`config.mk`:
```
export PLATFORM = sky130hd
export DESIGN_NAME = lc_fetch_ctl
export DESIGN_NICKNAME = d
export VERILOG_FILES = /design/src/rtl/lc_fetch_ctl.sv
export SDC_FILE = /design/constraint.sdc
export NUM_CORES = 1
export LEC_CHECK = 0
export CAP_MARGIN = 30
export CORE_AREA = 2 2 143 159
export DETAILED_ROUTE_END_ITERATION = 8
export DIE_AREA = 0 0 145 161
export SLEW_MARGIN = 20
export SYNTH_ARGS = -nofsm -noshare
export SYNTH_HDL_FRONTEND = slang
export SYNTH_SLANG_ARGS = --single-unit
export TNS_END_PERCENT = 30
```
`constraint.sdc`:
```
create_clock -name clk -period 5.01 [get_ports clk]
set_input_delay 0.501 -clock clk [delete_from_list [all_inputs] [get_ports clk]]
set_output_delay 0.501 -clock clk [all_outputs]
set_load 0.02 [all_outputs]
```
`src/rtl/lc_fetch_ctl.sv`:
```
// Location-counter fetch sequencer: keeps a one-word instruction buffer in step with lc
// and issues word reads over the VMA/MD request port whenever the buffer goes stale.
module lc_fetch_ctl #(
  parameter int LC_W = 26,
  parameter int MI_W = 16
) (
  input  logic              clk,
  input  logic              reset,
  input  logic              lc_load,
  input  logic [LC_W-1:0]   lc_load_val,
  input  logic              mi_adv,
  input  logic              byte_mode,
  output logic              mem_req,
  output logic [LC_W-3:0]   mem_addr,
  input  logic              mem_ack,
  input  logic [2*MI_W-1:0] mem_data,
  output logic              mi_valid,
  output logic [MI_W-1:0]   mi,
  output logic [LC_W-1:0]   lc,
  output logic              needfetch
);

  localparam int WA_W   = LC_W - 2;
  localparam int WORD_W = 2 * MI_W;

  typedef enum logic [1:0] {
    FETCH_ISSUE = 2'd0,
    REQ         = 2'd1,
    IDLE        = 2'd2,
    DISCARD     = 2'd3
  } state_t;

  state_t              state_reg, state_next;
  logic [LC_W-1:0]     lc_reg, lc_next;
  logic [WORD_W-1:0]   buf_reg, buf_next;
  logic [WA_W-1:0]     tag_reg, tag_next;
  logic                valid_reg, valid_next;
  logic [WA_W-1:0]     mem_addr_reg, mem_addr_next;
  logic [LC_W-1:0]     lc_inc;
  logic                adv_ok;

  assign lc_inc = lc_reg + (byte_mode ? LC_W'(1) : LC_W'(2));
  assign adv_ok = mi_adv & mi_valid & ~lc_load;

  always_ff @(posedge clk) begin
    if (!reset) begin
      state_reg    <= FETCH_ISSUE;
      lc_reg       <= '0;
      buf_reg      <= '0;
      tag_reg      <= '0;
      valid_reg    <= 1'b0;
      mem_addr_reg <= '0;
    end else begin
      state_reg    <= state_next;
      lc_reg       <= lc_next;
      buf_reg      <= buf_next;
      tag_reg      <= tag_next;
      valid_reg    <= valid_next;
      mem_addr_reg <= mem_addr_next;
    end
  end

  always_comb begin
    state_next    = state_reg;
    lc_next       = lc_reg;
    buf_next      = buf_reg;
    tag_next      = tag_reg;
    valid_next    = valid_reg;
    mem_addr_next = mem_addr_reg;

    case (state_reg)
      FETCH_ISSUE: begin
        // A load arriving here is folded straight into the request address.
        if (lc_load) lc_next = lc_load_val;
        mem_addr_next = lc_next[LC_W-1:2];
        state_next    = REQ;
      end

      REQ: begin
        if (lc_load) begin
          lc_next = lc_load_val;
          if (mem_ack) begin
            if (lc_load_val[LC_W-1:2] == mem_addr_reg) begin
              buf_next   = mem_data;
              tag_next   = mem_addr_reg;
              valid_next = 1'b1;
              state_next = IDLE;
            end else begin
              valid_next = 1'b0;
              state_next = FETCH_ISSUE;
            end
          end else begin
            state_next = DISCARD;
          end
        end else if (mem_ack) begin
          buf_next   = mem_data;
          tag_next   = mem_addr_reg;
          valid_next = 1'b1;
          state_next = IDLE;
        end
      end

      DISCARD: begin
        // The outstanding read must complete before a new one may be issued.
        if (lc_load) lc_next = lc_load_val;
        if (mem_ack) state_next = FETCH_ISSUE;
      end

      IDLE: begin
        if (lc_load) begin
          lc_next = lc_load_val;
          if (lc_load_val[LC_W-1:2] != tag_reg) begin
            valid_next = 1'b0;
            state_next = FETCH_ISSUE;
          end
        end else if (adv_ok) begin
          lc_next = lc_inc;
          if (lc_inc[LC_W-1:2] != tag_reg) begin
            valid_next = 1'b0;
            state_next = FETCH_ISSUE;
          end
        end
      end

      default: state_next = FETCH_ISSUE;
    endcase
  end

  assign mem_req   = (state_reg == REQ) || (state_reg == DISCARD);
  assign mem_addr  = mem_addr_reg;
  assign lc        = lc_reg;
  assign mi_valid  = valid_reg && (tag_reg == lc_reg[LC_W-1:2]) && (state_reg == IDLE);
  assign needfetch = ~mi_valid;

  // Halfword select by lc[1]; lc[0] never participates.
  for (genvar gi = 0; gi < MI_W; gi++) begin : g_mi_sel
    assign mi[gi] = lc_reg[1] ? buf_reg[MI_W+gi] : buf_reg[gi];
  end

endmodule

```
==> results of run 1 <==
stage by stage:
stage	utilization	hold slack (ns)	total power [mW]	cell area (sq um)	setup slack, ns
2_1_floorplan	-	0.4329	1.255	6429	2.333
3_3_place_gp	0.3632	0.4403	1.478	7900	1.441
3_5_place_dp	0.3645	0.4439	1.484	7928	1.450
4_1_cts	0.3781	0.4541	2.210	8225	1.719
5_1_grt	0.3781	0.4722	2.287	8225	1.512
6_report	0.3781	0.4512	2.183	8225	1.672
layout make-up:
cell class              count  area, sq um
clock buffers              12        266.5
clock inverters             4        31.28
fillers                  2258        13530
inverters                   8        30.03
multi-input cells         642         3915
flip-flops and latches    109         2182
well taps                 295        369.1
repair buffers            143         1431
placed cells by master (no fill, tap or decap), drive strengths merged, types with 18 or more instances in the layout:
cell	Yosys	layout
nor2	47	47
nand3	18	18
nand2	178	178
nor4	18	18
xnor2	60	60
xor2	40	40
o21ai	27	27
nand4	27	27
dfxtp	109	109
nor3	18	18
a211oi	18	18
clkdlybuf4s50	0	131
a21oi	79	79
cell families after synthesis:
family	count (synthesis)
adders and majority gates	3
buffers and inverters	72
and+or+nand+nor	340
AOI/OAI and AO/OA	172
xor gates and xnor gates	100
muxes	27
DFF	109
power by group:
group	switching, mW	internal, mW
registers	0.0710	0.912
logic	0.262	0.219
clock network	0.338	0.380
metal layers:
metal  up-vias  wire (um)  track usage
met1      2901       9632       0.2360
met4         0        861      0.09136
met2       224      10140       0.3045
met3        52       1392      0.04435
met5         -          0            0
li1       3043          -            -
worst max path at each step:
stage	startpoint	end	depth (start not counted)
final	lc[9]	state_reg[1]	8
after global routing	lc[9]	state_reg[1]	8
after CTS	lc[9]	state_reg[1]	8
after detailed placement	byte_mode	state_reg[1]	11
after global placement	byte_mode	state_reg[1]	11
after floorplan	lc[0]	state_reg[1]	10
critical path, cell delays in order (launching register included):
cell and delay, ns:
dfxtp_1 0.63, xnor2_1 0.20, nand4_1 0.17, nor4_4 0.39, nand4_2 0.49, nand2_1 0.67
nand3_1 0.17, or3_1 0.40, a21oi_1 0.14
==> out/qor.yml, run 1 <==
status: "completed"
htreeDepth: 3
ys_warn_count: 0
antenna_found_initial: 0
synth_area_sq_um: 6429
core_area_sq_um: 21750
hold_path_end: "buf_reg[8]"
worst-r2r-cell-count: 8
netlist_instances: 823
finalHoldViolations: 0
track_usage: 0.1880
num_vias: 6220
relSlewSlack: 0.4696
largest_register_ffs: 32
cp.required_ns: 5.30
synth.most_common_cell: "nand2_1"
synth_top_family_by_area: "simple AND/OR/NAND/NOR gates"
dpl.cell_count: 1197
worstSetupPathType: "reg2reg"
cts_tree: "yes"
dieHeight_um: 161
instances_no_fill: 1213
fmaxAchievable_mhz: 299.6
dp_hpwl_mm: 16.08
fin_crit_ns: 3.338
hold_start: "buf_reg[8]"
wl_per_cell_um: 18.15
min_period_over_period: 0.6663
clockBufferDepth: 2
fp.dieW_um: 145
cp.arrival_ns: 3.63
syn-num-nets: 890
drc: 0
maxSlewViolCount: 0
grt_pass1_wl_mm: 34.38
place_congestion: 0.9255
crit-reg2reg-launch: "lc[9]"
synthSimpleGateAreaFrac: 0.2542
die-area_sq_um: 23350
grt_overflow: 0
r2r_slack_ns: 1.67
p_leak_nw: 2.806
grt_pass1_vias: 5978
synth-seq-cells: 109
synth.top_cells.by_count: "nand2_1, dfxtp_1, a21oi_1, xnor2_1, nor2_1"
synthAdderAreaFrac: 0.007007
cts.repair.resized: 0
num_antenna_cells: 0
drtIter0Drc: 357
drtAntennaViolNets: 0
viasPerCell: 5.128
fin_worst_skew_ns: 0.007629
synth_compound_area_frac: 0.1645
crit_path_end_kind: "flop"
worst_pin_slew_ns: 0.7895
start_kind: "flop"
cts_hold_buf: 0
r2r-end: "state_reg[1]"
final_nets: 980
portBuffers: 132
synth_area_leader_cell: "dfxtp_1"
synth.area.mux_share: 0.04515
max-cap-violations: 0
wl_mm: 22.02
synthXorXnorAreaFrac: 0.1362
synth-edff-count: 0
grt_max_degree: 58
firstDrtPassIters: 5
yosysSeqAreaShare: 0.3394
syn_area_per_cell_sq_um: 7.811
clock-sinks: 109
synth_area_leaders: "dfxtp_1, nand2_1, xnor2_1, a21oi_1, xor2_1"
synth_flop_cell: "dfxtp_1"
rows: 57
fin_setup_tns_ns: 0
cts_made_buffers: 9
area_delta_synth_final_pct: 27.95
ios: 133
rsz0062_at_grt: "no"
ir_drop_v: 0.0001677
initial_core_util: 0.2955
hp-class: "reg2reg"
setup_viol: 0
cts_root_buf: "clkbuf_16"
powerDensity_nw_per_um2: 265.4
clk_pin_slew_ns: 0.07
cts_setup_buffers: 0
yosysTopAreaCellShare: 0.3394
drive_above_1_share: 0.07190
clkLatencyLatePin_ns: 0.36
yosysUniqueCellTypes: 65
cp_max_fo: 14
hold_depth: 2
synthArstFlopShare: 0
Note: power is estimated with default switching activity, not from simulation.
==> run 2: changes to the inputs <==
==> constraint.sdc (replaced) <==
create_clock -name clk -period 3 [get_ports clk]
set_input_delay 0.3 -clock clk [delete_from_list [all_inputs] [get_ports clk]]
set_output_delay 0.3 -clock clk [all_outputs]
set_load 0.02 [all_outputs]
==> run 2 against run 1 <==
Against the previous run:
- power increased by 72%
- largest cell class unchanged
- cell area increased by 5.0%
- critical endpoint is now mi_valid
- combinational power increased by 79%
- via count increased by 3.0%
- worst hold slack improved by 0.0029 ns
- final cell count rose by 4.5%
==> out/qor.yml, run 2 (synthesis results as in run 1) <==
start_kind: "flop"  # unchanged
grt_pass1_vias: 6218  # was 5,978
r2r-end: "state_reg[1]"  # unchanged
wl_per_cell_um: 18.06  # was 18.15 um
grt_overflow: 0  # unchanged
p_int_mw: 2.589  # was 1.512 mW
portBuffers: 132  # unchanged
max-cap-violations: 0  # unchanged
maxSlewViolCount: 0  # unchanged
htreeDepth: 3  # unchanged
nFillCells: 2257  # was 2,258
clockBufferDepth: 2  # unchanged
fin_worst_skew_ns: 0.01372  # was 0.007629 ns
rsz0062_at_grt: "no"  # unchanged
place_congestion: 0.9490  # was 0.9255
p_leak_nw: 3.076  # was 2.806 nW
p_seq_frac: 0.434  # was 0.450
fp.dieW_um: 145  # unchanged
worst-r2r-cell-count: 10  # was 8
timing.final.ws_setup_ns: 0.1109  # was 1.672 ns
post-place-ws_ns: -0.1617  # was 1.450 ns
relSlewSlack: 0.4077  # was 0.4696
power.share.switching: 0.3085  # was 0.3073
endpoint: "mi_valid"  # was state_reg[1]
setup_viol: 0  # unchanged
drtIter0Drc: 381  # was 357
cp.arrival_ns: 2.59  # was 3.63 ns
area_delta_synth_final_pct: 34.37  # was 27.95%
hp-class: "reg2reg"  # unchanged
cts_setup_buffers: 0  # unchanged
cp_max_fo: 4  # was 14
grt_max_degree: 58  # unchanged
cts_made_buffers: 9  # unchanged
ios: 133  # unchanged
wl_mm: 22.90  # was 22.02 mm
cp.required_ns: 2.70  # was 5.30 ns
grt_pass1_wl_mm: 35.69  # was 34.38 mm
worstSetupPathType: "reg2out"  # was reg2reg
seq_area_sq_um: 2182  # unchanged
drc: 0  # unchanged
finalHoldViolations: 0  # unchanged
status: "completed"  # unchanged
worst_pin_slew_ns: 0.8884  # was 0.7895 ns
r2r_slack_ns: 0.27  # was 1.67 ns
clk_pin_slew_ns: 0.07  # about the same
multi_input_area_sq_um: 3918  # was 3915 sq um
drtAntennaViolNets: 0  # unchanged
min_period_over_period: 0.9630
powerDensity_nw_per_um2: 433.4  # was 265.4 nW/um^2
ir_drop_v: 0.0002693  # was 0.0001677 V
cts_tree: "yes"  # unchanged
largest_register_ffs: 32  # unchanged
track_usage: 0.1952  # was 0.1880
dieHeight_um: 161  # unchanged
cts_hold_buf: 0  # unchanged
combPwrFrac: 0.230  # was 0.220
core_area_sq_um: 21750  # unchanged
crit_start: "lc[25]"  # was lc[9]
initial_core_util: 0.2955  # unchanged
p_sw_mw: 1.155  # was 0.6708 mW
crit_path_end_kind: "output port"  # was flop
drive_above_1_share: 0.1244  # was 0.07190
fin_setup_tns_ns: 0  # unchanged
mostFrequentLayoutCells: "nand2_1, clkdlybuf4s50_1, dfxtp_1, a21oi_1, buf_4"  # was nand2_1, clkdlybuf4s50_1, dfxtp_1, a21oi_1, xnor2_1
clkLatencyLatePin_ns: 0.36  # about the same
layout_commonest_cell: "nand2_1"  # unchanged
final_nets: 1035  # was 980
viasPerCell: 5.054  # was 5.128
cts_root_buf: "clkbuf_16"  # unchanged
antenna_found_initial: 0  # unchanged
dp_hpwl_mm: 17.27  # was 16.08 mm
crit-reg2reg-launch: "lc[0]"  # was lc[9]
firstDrtPassIters: 5  # unchanged
clock-sinks: 109  # unchanged
num_vias: 6408  # was 6,220
rows: 57  # unchanged
fmaxAchievable_mhz: 346.1
fin_crit_ns: 2.889
die-area_sq_um: 23350  # unchanged
pwr-share-clk: 0.337  # was 0.329
num_antenna_cells: 0  # unchanged
run 2: changes by cell type in the layout (fill, tap and decap cells not counted):
cell | before | now
buf_4 | 9 | 64
clkbuf_8 | 3 | 1
buf_12 | 1 | 2
buf_16 | 1 | 0
bufinv_16 | 0 | 1
clkbuf_1 | 0 | 1
clkinv_4 | 3 | 2
clkinvlp_4 | 0 | 1
fa_1 | 1 | 0
fa_2 | 0 | 1
run 2: critical path, cell delays in order (launching register included):
cell and delay, ns:
dfxtp_1 0.36, xnor2_1 0.39, nand4_1 0.22, nor4_4 0.40, nand3_1 0.18, inv_1 0.08, clkdlybuf4s50_1 0.60
run 2: how the worst min path moves through the flow:
stage	startpoint	to	cells past startpoint
floorplan	mem_ack	state_reg[0]	1
global placement	buf_reg[29]	buf_reg[29]	2
detailed placement	buf_reg[18]	buf_reg[18]	2
CTS	buf_reg[28]	buf_reg[28]	2
global route	buf_reg[24]	buf_reg[24]	2
finish	buf_reg[14]	buf_reg[14]	2
run 2: timing repair:
item	CTS	global route
setup endpoints to repair	0	1
endpoints found under the hold margin	0	0
resized for setup	0	1
run 2: layout make-up:
| cell class | instances | area share |
|---|---|---|
| clock inverter | 5 | 0.006952 |
| sequential | 109 | 0.2526 |
| tap | 295 | 0.04273 |
| multi-input combinational | 642 | 0.4535 |
| inverter | 8 | 0.003476 |
| timing repair buffer | 198 | 0.2126 |
| clock buffer | 11 | 0.02810 |
run 2: stage by stage:
stage                     hold slack, ns  cells  area [sq um]    util  power, mW
after floorplan                   0.4032    823          6429       -      2.096
after global placement            0.4410   1252          8333  0.3831      2.513
after detailed placement          0.4466   1252          8333  0.3831      2.515
after CTS                         0.4573   1268          8636  0.3970      3.780
after global routing              0.4714   1268          8638  0.3971      3.912
final                             0.4541   1268          8638  0.3971      3.744
run 2: power groups by stage:
stage               Combinational [mW]  Clock [mW]  Sequential, mW
floorplan                        0.409           0            1.69
global placement                 0.855           0            1.66
detailed placement               0.857           0            1.66
CTS                              0.862        1.29            1.62
global route                     0.924        1.35            1.64
finish                           0.860        1.26            1.62
run 2: routing by layer:
layer,up-vias,track usage,part of all wire
met5,-,0,0
met2,206,0.3167,0.46
li1,3153,-,-
met1,3003,0.2360,0.43
met4,0,0.09766,0.039
met3,46,0.05819,0.070
==> variant: new RTL, config.mk and constraints of run 2 <==
Reset style: asynchronous (`reset`), changed in one clocked block.
--- a/src/rtl/lc_fetch_ctl.sv
+++ b/src/rtl/lc_fetch_ctl.sv
@@ -43,5 +43,5 @@
   assign adv_ok = mi_adv & mi_valid & ~lc_load;
 
-  always_ff @(posedge clk) begin
+  always_ff @(posedge clk or negedge reset) begin
     if (!reset) begin
       state_reg    <= FETCH_ISSUE;
Formal check against the unedited RTL: differs if reset is asserted again (counterexample within 4 cycles, from zero or initial values and one cycle with reset low); with reset held inactive, the same outputs for 4 cycles.
==> variant against run 2 <==
Setup slack better by 29 ps. Final area up 2.7%. Largest cell class unchanged. Wire length down 13%. Sequential share of layout area up 5.5 points. Sequential cell count unchanged. Critical path type is now flip-flop to flip-flop. Area after synthesis up 1.1%. Maximum frequency up 1.0%.
Power is not compared: it rests on default switching activity, and its combinational part moved more than twofold at a synthesized area within 25%.
==> variant: results (changes against run 2) <==
[run_status]
status=completed  ; unchanged

[grt]
grt_pass1_vias=5539  ; was 6218
grt_pass1_wl_um=31600  ; was 35700 um
track_usage_pct=17.4  ; was 19.5%

[sta]
slew_headroom_pct=59.7  ; was 40.8%
skew_ps=8.06  ; was 13.7 ps
worst_pin_slew_ps=605  ; was 888 ps

[hold_path]
hold_path.class=input pin to asynchronous set/reset pin  ; was flip-flop to flip-flop

[synthesis]
synthMuxAreaShare_pct=13.0  ; was 4.52%
yosys_most_used_dff=dfrtp_1  ; was dfxtp_1
synth-xor-area-share_pct=15.0  ; was 13.6%
synth_adder_area_share_pct=0.693  ; was 0.701%
syn_nets=717  ; was 890
async_reset_ff_share_pct=100  ; was 0%
yosysUniqueCellTypes=58  ; was 65
ys_top_cells_by_count=109 x dfrtp_1, 76 x xnor2_1, 75 x mux2_2, 70 x nand2_1, 55 x o21ai_0  ; was 178 x nand2_1, 109 x dfxtp_1, 79 x a21oi_1, 60 x xnor2_1, 47 x nor2_1

[placed_design]
pre_cts_ws_ps=-335  ; was -162 ps
dpl-instance-area_um2=8530  ; was 8330 um^2
gp_congestion=0.967  ; was 0.949
hpwl_um=15700  ; was 17300 um

[critical_path]
r2r_cells=8  ; was 10
crit_arrival_ps=3160  ; was 2590 ps
worstPathMaxFanout=3  ; was 4

[drt]
drt-initial-drc-count=300  ; was 381
wire_per_inst_um=17.9  ; was 18.1 um

[layout]
drive_gt1_share_pct=21.5  ; was 12.4%

[variant: per-stage QoR]
step           hold slack [ps]  util [%]  instances
4_1_cts                    509      40.6       1118
3_3_place_gp               353      39.2       1102
3_5_place_dp               348      39.2       1102
6_report                   490      40.8       1118
2_1_floorplan             4.41         -        650
5_1_grt                    520      40.8       1118
[variant: final cells by class]
type                    instances  area, um^2
repair buffers                199        1850
multi-input cells             488        3580
inverters                      12        45.0
flip-flops and latches        109        2730
clock buffers                   9         225
clock inverters                 6        72.6
well taps                     295         369
fillers                      2121       12900
[variant: kinds of logic (layout without fill, tap and decap cells)]
family                   Yosys count  count (layout)
AND/OR/NAND/NOR                  190             190
XOR/XNOR                         111             111
AO/OA/AOI/OAI                    109             109
flip-flops                       109             109
multiplexers                      75              75
buffers and inverters             53             226
adder cells (fa/ha/maj)            3               3
[variant: critical path, cell delays in order, from the launching register on]
cell and delay [ps]:
dfrtp_1 430, ha_1 330, a21oi_2 70, nor3_2 230, and3_4 220, mux2_2 320
or4_1 520, or4_4 550, a21oi_2 120
[variant: timing repair]
action | CTS | global route
endpoints found under the hold margin | 41 | 0
hold buffers | 1 | 0
endpoints found under the setup margin | 0 | 4
resized for setup | 0 | 11
setup buffers | 0 | 0
[variant: per-layer routing]
layer	vias to the layer above	global-route usage (%)	wire length (um)
met2	154	29.0	9550
met4	0	6.12	547
met1	2593	22.3	8900
li1	2626	-	-
met3	27	3.84	1020
met5	-	0	0
[variant: power by group]
group	total (mW)	switching, mW	internal (mW)
clock	1.23	0.578	0.651
combinational	3.00	1.48	1.51
sequential	2.46	0.504	1.95
[variant: path summary, 6_finish.rpt]
check / startpoint / to / slack (ps)
min: reset / tag_reg[1]$_DFFE_PN0P_ / 490
min reg2reg: buf_reg[11]$_DFFE_PN0P_ / buf_reg[11]$_DFFE_PN0P_ / 500
max: lc[1]$_DFFE_PN0P_ / valid_reg$_DFFE_PN0P_ / 140
min in group clk: byte_mode / lc[0]$_DFFE_PN0P_ / 500
max reg2reg: lc[1]$_DFFE_PN0P_ / valid_reg$_DFFE_PN0P_ / 140
max in group asynchronous: reset / buf_reg[9]$_DFFE_PN0P_ / 1790
